==> config.mk <==
export PLATFORM = sky130hd
export DESIGN_NAME = pipe_inv_div_flat
export DESIGN_NICKNAME = d
export VERILOG_FILES = /design/src/rtl/pipe_inv_div_if.sv /design/src/rtl/pipe_inv_div.sv /design/src/flat_wrapper.sv
export SDC_FILE = /design/constraint.sdc
export NUM_CORES = 1
export LEC_CHECK = 0
export BUFFER_PORTS_ARGS = -buffer_cell sky130_fd_sc_hd__buf_2
export CAP_MARGIN = 25
export CORE_MARGIN = 2
export CORE_UTILIZATION = 51
export CTS_CLUSTER_DIAMETER = 60
export DETAILED_ROUTE_END_ITERATION = 10
export PLACE_DENSITY = 0.75
export RECOVER_POWER = 50
export SLEW_MARGIN = 20
export SYNTH_ARGS = -nofsm -noshare
export SYNTH_HDL_FRONTEND = slang
export SYNTH_SLANG_ARGS = --single-unit
==> constraint.sdc <==
create_clock -name clk -period 2.4 [get_ports clk]
set_input_delay 0.48 -clock clk [delete_from_list [all_inputs] [get_ports clk]]
set_output_delay 0.48 -clock clk [all_outputs]
set_load 0.05 [all_outputs]
==> src/rtl/pipe_inv_div_if.sv <==
// Handshake bundle for pipe_inv_div.
//  Input side : in_valid/in_ready carry dividend F_in and divisor D_in.
//  Output side: out_valid/out_ready carry quotient Q, remainder R, divide-by-zero dz.
//  master = producer/consumer environment, slave = the divider.
interface pipe_inv_div_if #(
  parameter int unsigned N = 10
);
  logic         in_valid;
  logic         in_ready;
  logic [N-1:0] F_in;
  logic [N-1:0] D_in;
  logic         out_valid;
  logic         out_ready;
  logic [N-1:0] Q;
  logic [N-1:0] R;
  logic         dz;

  modport master (
    output in_valid, F_in, D_in, out_ready,
    input  in_ready, out_valid, Q, R, dz
  );

  modport slave (
    input  in_valid, F_in, D_in, out_ready,
    output in_ready, out_valid, Q, R, dz
  );
endinterface

==> src/rtl/pipe_inv_div.sv <==
// Iterative restoring divider recovering X3 = F / D (and F % D) from the multiplier
// pipeline result. One division in flight; one quotient bit per clock, MSB first.
// Ports:
//  clk  - rising-edge clock
//  rst  - asynchronous reset, active-high; aborts any division in progress
//  bus  - pipe_inv_div_if.slave: in_valid/in_ready/F_in/D_in in,
//         out_valid/out_ready/Q/R/dz out (all outputs registered)
module pipe_inv_div #(
  parameter int unsigned N = 10
) (
  input logic             clk,
  input logic             rst,
  pipe_inv_div_if.slave   bus
);

  localparam int unsigned CW = (N > 2) ? $clog2(N) : 1;

  typedef enum logic [1:0] {
    IDLE = 2'd0,
    BUSY = 2'd1,
    DONE = 2'd2
  } state_t;

  state_t        state;
  logic [N-1:0]  q_sr;
  logic [N-1:0]  dvs;
  logic [N-1:0]  rem;
  logic [CW-1:0] cnt;
  logic          in_ready_r;
  logic          out_valid_r;
  logic [N-1:0]  q_r;
  logic [N-1:0]  r_r;
  logic          dz_r;

  // One restoring step. The stored remainder is always below the divisor, so it
  // fits in N bits; only the shifted trial value needs the extra top bit.
  logic [N:0]    rem_sh;
  logic          ge;
  logic [N-1:0]  rem_next;
  logic [N-1:0]  q_next;

  assign rem_sh   = {rem, q_sr[N-1]};
  assign ge       = (rem_sh >= {1'b0, dvs});
  assign rem_next = ge ? (rem_sh[N-1:0] - dvs) : rem_sh[N-1:0];
  assign q_next   = {q_sr[N-2:0], ge};

  // Control FSM and datapath registers.
  always_ff @(posedge clk or posedge rst) begin
    if (rst) begin
      state       <= IDLE;
      in_ready_r  <= 1'b1;
      out_valid_r <= 1'b0;
      q_r         <= '0;
      r_r         <= '0;
      dz_r        <= 1'b0;
      cnt         <= '0;
      q_sr        <= '0;
      dvs         <= '0;
      rem         <= '0;
    end else begin
      case (state)
        IDLE: begin
          if (bus.in_valid) begin
            in_ready_r <= 1'b0;
            if (bus.D_in != '0) begin
              q_sr  <= bus.F_in;
              dvs   <= bus.D_in;
              rem   <= '0;
              cnt   <= CW'(N - 1);
              state <= BUSY;
            end else begin
              // Divide by zero: all-ones quotient, dividend passed through as remainder.
              q_r         <= '1;
              r_r         <= bus.F_in;
              dz_r        <= 1'b1;
              out_valid_r <= 1'b1;
              state       <= DONE;
            end
          end
        end
        BUSY: begin
          rem  <= rem_next;
          q_sr <= q_next;
          if (cnt == '0) begin
            q_r         <= q_next;
            r_r         <= rem_next;
            dz_r        <= 1'b0;
            out_valid_r <= 1'b1;
            state       <= DONE;
          end else begin
            cnt <= cnt - CW'(1);
          end
        end
        DONE: begin
          // Result held until the consumer takes it; in_ready returns a cycle later.
          if (bus.out_ready) begin
            out_valid_r <= 1'b0;
            in_ready_r  <= 1'b1;
            state       <= IDLE;
          end
        end
        default: begin
          out_valid_r <= 1'b0;
          in_ready_r  <= 1'b1;
          state       <= IDLE;
        end
      endcase
    end
  end

  assign bus.in_ready  = in_ready_r;
  assign bus.out_valid = out_valid_r;
  assign bus.Q         = q_r;
  assign bus.R         = r_r;
  assign bus.dz        = dz_r;

endmodule

==> src/flat_wrapper.sv <==
// flat-port wrapper written by rule: the top's interface ports become plain ports
module pipe_inv_div_flat 
#(
  parameter int unsigned N = 10
)
  (clk, rst, bus_in_valid, bus_F_in, bus_D_in, bus_out_ready, bus_in_ready, bus_out_valid, bus_Q, bus_R, bus_dz);
  pipe_inv_div_if #(.N(N)) bus_i ();
  input logic clk;
  input logic rst;
  input wire logic [$bits(bus_i.in_valid)-1:0] bus_in_valid;
  input wire logic [$bits(bus_i.F_in)-1:0] bus_F_in;
  input wire logic [$bits(bus_i.D_in)-1:0] bus_D_in;
  input wire logic [$bits(bus_i.out_ready)-1:0] bus_out_ready;
  output wire logic [$bits(bus_i.in_ready)-1:0] bus_in_ready;
  output wire logic [$bits(bus_i.out_valid)-1:0] bus_out_valid;
  output wire logic [$bits(bus_i.Q)-1:0] bus_Q;
  output wire logic [$bits(bus_i.R)-1:0] bus_R;
  output wire logic [$bits(bus_i.dz)-1:0] bus_dz;
  assign bus_i.in_valid = bus_in_valid;
  assign bus_i.F_in = bus_F_in;
  assign bus_i.D_in = bus_D_in;
  assign bus_i.out_ready = bus_out_ready;
  assign bus_in_ready = bus_i.in_ready;
  assign bus_out_valid = bus_i.out_valid;
  assign bus_Q = bus_i.Q;
  assign bus_R = bus_i.R;
  assign bus_dz = bus_i.dz;
  pipe_inv_div #(.N(N)) u_core (.clk(clk), .rst(rst), .bus(bus_i));
endmodule
[Yosys cells after proc, flatten, opt, wreduce, memory -nomap -nowiden]
Cells that the tools add are included.
Word-level totals
  latch bits: 0
  memories: 0
  bits in writable memories: 0
  output and inout bits: 23
  register bits after elaboration: 59
  input bits: 24
  word-level logic and storage cells: 67
  memory bits (read-only): 0
Operators by class
  div/mod/pow operators: 0
  shifts and indexed selects: 0
  multipliers: 0
  reduce and logical (&&, ||, !) cells: 11
  $add $sub $neg: 2
  equality and inequality tests: 8
  magnitude comparators: 1
  multiplexer cells: 34
  bitwise operators: 1
Operators with widths (count)
  2-to-1 mux 10 bit: 11
  one-hot mux 10 bit (2 select lines): 4
  2-to-1 mux 4 bit: 3
  AND reduction 3 bit: 4
  AND reduction 4 bit: 3
  greater-or-equal comparator 11 x 10 -> 1 bit: 1
  nonzero test 10 bit: 1
  subtractor 10 bit: 1
  2-to-1 mux 2 bit: 4
  != test 2 bit, second input constant: 4
  one-hot mux 4 bit (2 select lines): 1
  2-to-1 mux 1 bit: 7
  one-hot mux 1 bit (3 select lines): 2
  one-hot mux 2 bit (3 select lines): 1
  zero test 4 bit: 1
  != test 2 x 1 -> 1 bit, second input constant: 2
  subtractor 4 x 1 -> 4 bit, second input constant: 1
  == test 2 x 1 -> 1 bit, second input constant: 1
  == test 2 bit, second input constant: 1
  zero test 2 bit: 1
  one-hot mux 1 bit (2 select lines): 1
  nonzero test 2 bit: 1
  inverter 1 bit: 1

[Depth between registers and ports, before layout]
Gate-level depths: netlist of the first run.
  word-level depth: 4
  gate-level depth with buffers: 10
  mapped depth without buffers: 10

[Worst setup path before layout of the first run]
Ideal clock, no wire load.
  path type: reg-to-reg
  start: reg u_core.rem[7]
  end: reg u_core.r_r[8], in the netlist u_core.bus.R[8]
  library setup time: 0.087 ns
  stages on the path, launching flop included: 9
  required time: 2.313 ns
  path slack: 0.167 ns
  arrival time: 2.146 ns
  path buffers: 1
  clock period less this slack: 2.233 ns
  path through: dfrtp_1 > ha_1 > a21o_1 > a211o_1 > a31o_4 > or2_1 > buf_6 > mux2i_2 > a211oi_2
On the way
  longest elaborated chain between the ends: 4
  elaborated cells on any way between the ends: 5
  those cells by class: add/sub: 1; order compare: 1; mux: 3
RTL lines
  start, declared: line pipe_inv_div.sv:27  | logic [N-1:0] rem;
  start signal, assigned: line pipe_inv_div.sv:82  | rem <= rem_next;
  subtractor 10 bit / greater-or-equal comparator 11 x 10 -> 1 bit (equally long branches): line pipe_inv_div.sv:44, pipe_inv_div.sv:43
  2-to-1 mux 10 bit (*): line pipe_inv_div.sv:44  | assign rem_next = ge ? (rem_sh[N-1:0] - dvs) : rem_sh[N-1:0];
  2-to-1 mux 10 bit (*): line pipe_inv_div.sv:84  | if (cnt == '0) begin
  one-hot mux 10 bit (2 select lines) (*): line pipe_inv_div.sv:61  | case (state)
  end signal, assigned: line pipe_inv_div.sv:74  | r_r <= bus.F_in;
  end signal, assigned: line pipe_inv_div.sv:86  | r_r <= rem_next;
  end, declared: line pipe_inv_div.sv:32  | logic [N-1:0] r_r;
Every way passes the cells marked *; elsewhere a longest branch is shown, timed or not. The select of a mux whose other input is x is not followed.
A chain may end at the register's enable or synchronous reset.

[Worst setup path after layout of the first run]
  start: reg u_core.rem[5]
  end: reg u_core.rem[9]
On the way
  longest elaborated chain between the ends: 3
  elaborated cells on any way between the ends: 4
  those cells by class: add/sub: 1; order compare: 1; mux: 2
RTL lines (line)
  subtractor 10 bit / greater-or-equal comparator 11 x 10 -> 1 bit (equally long branches): pipe_inv_div.sv:44, pipe_inv_div.sv:43
  2-to-1 mux 10 bit (*): pipe_inv_div.sv:44
  one-hot mux 10 bit (2 select lines) (*): pipe_inv_div.sv:61
Every way passes the cells marked *; elsewhere a longest branch is shown, timed or not.

==> results of run 1 <==
-- logic make-up after synthesis --
| group | after synthesis | synth area share |
|---|---|---|
| mux | 12 | 0.03976 |
| buf+inv | 33 | 0.04652 |
| flops | 59 | 0.4696 |
| xor+xnor | 7 | 0.01948 |
| compound gates | 86 | 0.1789 |
| simple gates | 133 | 0.1917 |
| fa+ha+maj | 13 | 0.05407 |
-- routing by layer --
| metal | GRT usage | wire (um) | up-vias |
|---|---|---|---|
| li1 | - | - | 1300 |
| met1 | 0.3315 | 3325 | 1204 |
| met2 | 0.3492 | 3319 | 82 |
| met3 | 0.07283 | 508 | 6 |
| met4 | 0.06393 | 59 | 0 |
| met5 | 0 | 0 | - |
-- critical path, delay by kind of cell, from the launching register on --
family                     cells  cell delay [ns]
adders and majority gates      1             0.35
AOI/OAI and AO/OA              5             0.94
buffers and inverters          1             0.17
and+or+nand+nor                1             0.39
DFF                            1             0.40
-- metrics by stage --
stage	setup slack, ns	utilization	std cells	cell area (um^2)
4_1_cts	0.02254	0.6244	476	3719
5_1_grt	0.002629	0.6263	476	3730
2_1_floorplan	0.1673	-	343	3147
6_report	0.07438	0.6263	476	3730
3_5_place_dp	-0.05853	0.5876	460	3500
3_3_place_gp	0.04169	0.5876	460	3500
-- Yosys cell counts, drive strengths merged, types with 2 or more instances --
cell,count
nor3b,2
a221oi,2
a21oi,18
ha,12
a21boi,2
nand2b,6
nor2b,3
o21ai,33
buf,10
mux2i,11
xnor2,3
nand3,8
nand2,42
a41oi,2
and2,3
nor2,42
dfrtp,58
o22ai,3
and3,3
o32a,2
or2,4
a211oi,3
clkbuf,7
nor4,2
xor2,4
a21o,8
a211o,2
o21a,2
nor3,15
inv,16
o31ai,2
-- layout by cell type, fill, tap and decap left out, types with 6 or more instances in the layout --
master	instances
nand2_1	42
clkbuf_8	9
clkbuf_1	14
a21o_1	8
inv_1	16
nor2_1	41
mux2i_1	9
nor3_1	15
a21oi_1	15
dfrtp_1	58
nand3_1	8
nand2b_1	6
buf_4	9
buf_2	36
o21ai_0	27
o21ai_1	6
ha_1	11
-- area by class of cell --
class / count / share of cell area
multi-input cells: 251 / 0.4220
flip-flops and latches: 59 / 0.3962
repair buffers: 59 / 0.08487
clock buffers: 10 / 0.03422
well taps: 75 / 0.02516
clock inverters: 6 / 0.02147
inverters: 16 / 0.01610
-- final timing paths --
check,endpoint,slack [ns],depth (start not counted)
min,u_core.rem[4],0.06,2
max in group asynchronous,u_core.dvs[0],0.67,3
max,u_core.rem[9],0.07,8
max reg2reg,u_core.rem[9],0.07,8
min in group clk,u_core.dvs[7],0.36,3
min reg2reg,u_core.bus.dz,0.50,2
-- repair_timing --
action / 4_1_cts / 5_1_grt
gates resized for setup: 3 / 5
setup endpoints to repair: 5 / 9
buffers inserted: 0 / 0
gates cloned: 0 / 0
-- flip-flops by register name, indices dropped and copies added (netlist names) --
| name | flops |
|---|---|
| u_core.bus.in_ready | 1 |
| u_core.rem | 10 |
| u_core.bus.Q | 10 |
| u_core.bus.R | 10 |
| u_core.cnt | 4 |
| u_core.bus.dz | 1 |
| u_core.q_sr | 10 |
| u_core.dvs | 10 |
| u_core.bus.out_valid | 1 |
| u_core.state | 2 |
==> results.py, run 1 <==
metrics = {
    "outcome": {
        "status": "finished, final reports clean",
    },
    "logic_synthesis": {
        "ys_seq_area_frac": 0.4696,
        "ys_ff_latch": 59,
        "avgSynthCellArea_um2": 9.174,
        "synth.area.top_cells": "dfrtp_1 (46%), nand2_1 (5.0%), nor2_1 (4.9%)",
        "yosysTopAreaCellShare": 0.4612,
        "synthArstFlopShare": 1.000,
        "syn_area_um2": 3147,
        "synth_flop_cell": "dfrtp_1",
        "yosysUniqueCellTypes": 53,
        "yosys_warnings": 0,
        "synth_top_cell_by_area": "dfrtp_1",
        "synth_edf_count": 0,
        "postSynthCellCount": 343,
        "syn_nets": 380,
    },
    "sta": {
        "post-route-period-util": 0.9690,
        "rsz0062_at_grt": "false",
        "hold_slack_ns": 0.06380,
        "setup_viol": 0,
        "maxSlewViolCount": 0,
        "tns_ns": 0,
        "finalHoldViolCount": 0,
        "min_period_ns": 2.326,
        "relSlewSlack": 0.01501,
        "worst_slew_pin_slew_ns": 1.477,
        "skew_ns": 0.007510,
        "fmax_ghz": 0.4300,
    },
    "cts": {
        "cts-root-buf": "clkbuf_8",
        "clock_latency_ns": 0.34,
        "numClockSinks": 59,
        "cts_tree": "done",
        "holdBufCountCts": 0,
        "cts_max_level": 3,
        "numCtsBuffers": 9,
        "clk_pin_slew_ns": 0.06,
        "cts_buffer_depth": 2,
    },
    "global_routing": {
        "overflow": 0,
        "grt_pass1_vias": 2381,
        "track_usage": 0.2345,
        "grt_pass1_wl_um": 11760,
        "grt_start_max_net_pins": 29,
        "antenna_found_initial": 0,
    },
    "final_layout": {
        "multiInputGateArea_um2": 1574,
        "fill_cells": 508,
        "drive_gt1_frac": 0.1995,
        "num-nets-final": 433,
        "syn_to_final_growth_pct": 18.53,
        "diodes": 0,
        "register_area_um2": 1478,
    },
    "routing": {
        "drtIter0Drc": 217,
        "wl_um": 7213,
        "wl_per_cell_um": 15.15,
        "via_per_inst": 5.445,
        "dr_total_vias": 2592,
        "antenna_left": 0,
        "drtPass1Iterations": 5,
        "drc": 0,
    },
    "setup_path": {
        "rr_startpoint": "u_core.rem[5]",
        "crit_path_max_fanout": 7,
        "setup.worst_path.start": "u_core.rem[5]",
        "cp_data_required_time_ns": 2.66,
        "startpoint_type": "flip-flop",
        "critical_path_class": "flip-flop to flip-flop",
        "max_stage_delay_ns": 0.40,
        "arrival_ns": 2.59,
        "cp_slowest_cell": "dfrtp_1",
        "path_cells": "ha_1 > buf_4 > a21o_1 > a221oi_2 > a21boi_1 > o21ai_0 > or3b_1 > o21ai_1",
        "worst_setup_path_end_kind": "flip-flop",
    },
    "min_path": {
        "hp-class": "input pin to async pin",
    },
    "placement": {
        "hpwl_um": 5285,
        "gp_congestion": 0.9695,
        "io_buffers": 46,
    },
    "floorplanning": {
        "rows": 28,
        "start_util": 0.5284,
        "fp.coreArea_um2": 5956,
        "chipHeight_um": 82.55,
        "ioPinCount": 47,
        "dieArea_um2": 6815,
        "die_x_um": 82.55,
    },
    "flow_run": {
        "drv_cap": 0,
    },
}
Power of run 1 is left out: the tool's default activity adds up to more than one toggle a clock period on the data nets, which glitch-free logic cannot reach.
==> run 2, diff against run 1 <==
--- a/config.mk
+++ b/config.mk
@@ -8,10 +8,11 @@
 export BUFFER_PORTS_ARGS = -buffer_cell sky130_fd_sc_hd__buf_2
 export CAP_MARGIN = 25
 export CORE_MARGIN = 2
-export CORE_UTILIZATION = 51
+export CORE_UTILIZATION = 45
 export CTS_CLUSTER_DIAMETER = 60
 export DETAILED_ROUTE_END_ITERATION = 10
-export PLACE_DENSITY = 0.75
+export HOLD_SLACK_MARGIN = 0.12
+export PLACE_DENSITY = 0.68
 export RECOVER_POWER = 50
 export SLEW_MARGIN = 20
 export SYNTH_ARGS = -nofsm -noshare
==> run 2 against run 1 <==
Hold slack better by 0.30 ns. Non-clock buffer count is 3 higher. Design area rose by 1.4%. Critical path depth shrank 1. Cell count increased by 5.0%. Flip-flop and latch count stayed put. Die area is 13% higher.
==> results.py, run 2 (synthesized netlist as in run 1, its figures left out) <==
metrics = {
    "sta": {
        "relSlewSlack": 0.04303,
        "setup_viol": 0,
        "fmax_ghz": 0.4396,
        "rsz0062_at_grt": "false",
        "tns_ns": 0,
        "post-route-period-util": 0.9478,
        "maxSlewViolCount": 0,
        "min_period_ns": 2.275,
        "worst_slew_pin_slew_ns": 1.435,
        "finalHoldViolCount": 0,
        "fin_ws_ns": 0.1253,
        "skew_ns": 0.009487,
    },
    "cts": {
        "cts_max_level": 3,
        "cts-root-buf": "clkbuf_8",
        "numClockSinks": 59,
        "numCtsBuffers": 9,
        "post_cts_buffers": 0,
        "cts_buffer_depth": 2,
        "clk_pin_slew_ns": 0.07,
        "holdBufCountCts": 0,
        "cts_tree": "done",
        "clock_latency_ns": 0.34,
    },
    "routing": {
        "wl_per_cell_um": 14.64,
        "via_per_inst": 5.180,
        "drtPass1Iterations": 4,
        "drtIter0Drc": 169,
        "drc": 0,
        "antenna_left": 0,
        "wl_um": 7321,
        "dr_total_vias": 2590,
    },
    "placement": {
        "io_buffers": 46,
        "gp_congestion": 0.9129,
        "dp_slack_ns": 0.04843,
        "hpwl_um": 5415,
    },
    "setup_path": {
        "arrival_ns": 2.50,
        "max_stage_delay_ns": 0.43,
        "critical_path_class": "flip-flop to flip-flop",
        "startpoint_type": "flip-flop",
        "cp_slowest_cell": "dfrtp_1",
        "worst_setup_path_end_kind": "flip-flop",
        "crit_path_max_fanout": 7,
        "cp_data_required_time_ns": 2.62,
        "path_cells": "ha_1 > nand2_1 > a2111o_1 > a21oi_2 > or2_4 > mux2i_1 > o22ai_1",
    },
    "global_routing": {
        "track_usage": 0.2070,
        "grt_pass1_wl_um": 12110,
        "grt_pass1_vias": 2427,
        "overflow": 0,
        "grt_start_max_net_pins": 60,
        "antenna_found_initial": 0,
    },
    "floorplanning": {
        "start_util": 0.4632,
        "ioPinCount": 47,
        "die_x_um": 87.63,
        "fp.coreArea_um2": 6794,
        "rows": 30,
        "chipHeight_um": 87.63,
        "dieArea_um2": 7678,
    },
    "final_layout": {
        "diodes": 0,
        "drive_gt1_frac": 0.2104,
        "fill_cells": 650,
        "final_common_cell": "dfrtp_1",
        "layout_common_cells": "dfrtp_1 (58), nand2_1 (42), nor2_1 (41)",
        "num-nets-final": 436,
        "syn_to_final_growth_pct": 20.24,
    },
    "min_path": {
        "hp-class": "input pin to flip-flop",
    },
    "flow_run": {
        "drv_cap": 0,
    },
    "outcome": {
        "status": "finished, final reports clean",
    },
}
## run 2: changes by cell type in the layout (fill, tap and decap cells not counted), sizes merged
cell      delta
clkbuf       -1
clkinv       -2
clkinvlp     +2
buf          +4
## run 2: layout make-up
type,instances,area (um^2),area share
inverters,16,60.06,0.01587
clock inverters,6,88.84,0.02348
well taps,96,120.1,0.03175
repair buffers,62,331.6,0.08763
multi-input cells,251,1568,0.4144
clock buffers,10,137.6,0.03638
flip-flops and latches,59,1478,0.3905
## run 2: path summary, 6_finish.rpt
kind | start | end | depth (start not counted) | slack [ns]
hold reg to reg | u_core.bus.Q[5] | u_core.bus.Q[5] | 2 | 0.51
max in group asynchronous | rst | u_core.dvs[5] | 3 | 0.91
hold / removal | bus_D_in[1] | u_core.dvs[1] | 3 | 0.37
min in group asynchronous | rst | u_core.bus.R[1] | 3 | 0.62
setup reg to reg | u_core.rem[8] | u_core.bus.R[5] | 7 | 0.13
setup / recovery | u_core.rem[8] | u_core.bus.R[5] | 7 | 0.13
## run 2: worst max-delay path, delay by kind of cell, from the launching register on
family          cells  cell delay [ns]
flops               1             0.43
fa+ha+maj           1             0.35
simple gates        2             0.34
mux                 1             0.29
compound gates      3             0.75
## run 2: per-stage QoR
stage / instance area (um^2) / utilization / cells / hold slack (ns)
floorplan: 3147 / - / 343 / 0.4688
global placement: 3548 / 0.5223 / 484 / 0.4810
detailed placement: 3548 / 0.5223 / 484 / 0.4909
CTS: 3775 / 0.5556 / 500 / 0.1947
global route: 3784 / 0.5569 / 500 / 0.3611
finish: 3784 / 0.5569 / 500 / 0.3668
## run 2: what timing repair did
item                                    CTS  global route
endpoints found under the hold margin     0             0
resized for setup                         0             7
endpoints found under the setup margin    0            15
## run 2: metal layers
layer / wire, um / vias to the layer above / track usage
met3: 321 / 5 / 0.05655
met5: 0 / - / 0
met2: 3415 / 59 / 0.3154
met4: 67 / 0 / 0.04615
li1: - / 1305 / -
met1: 3517 / 1221 / 0.2961
Power of run 2 is left out for the same reason.
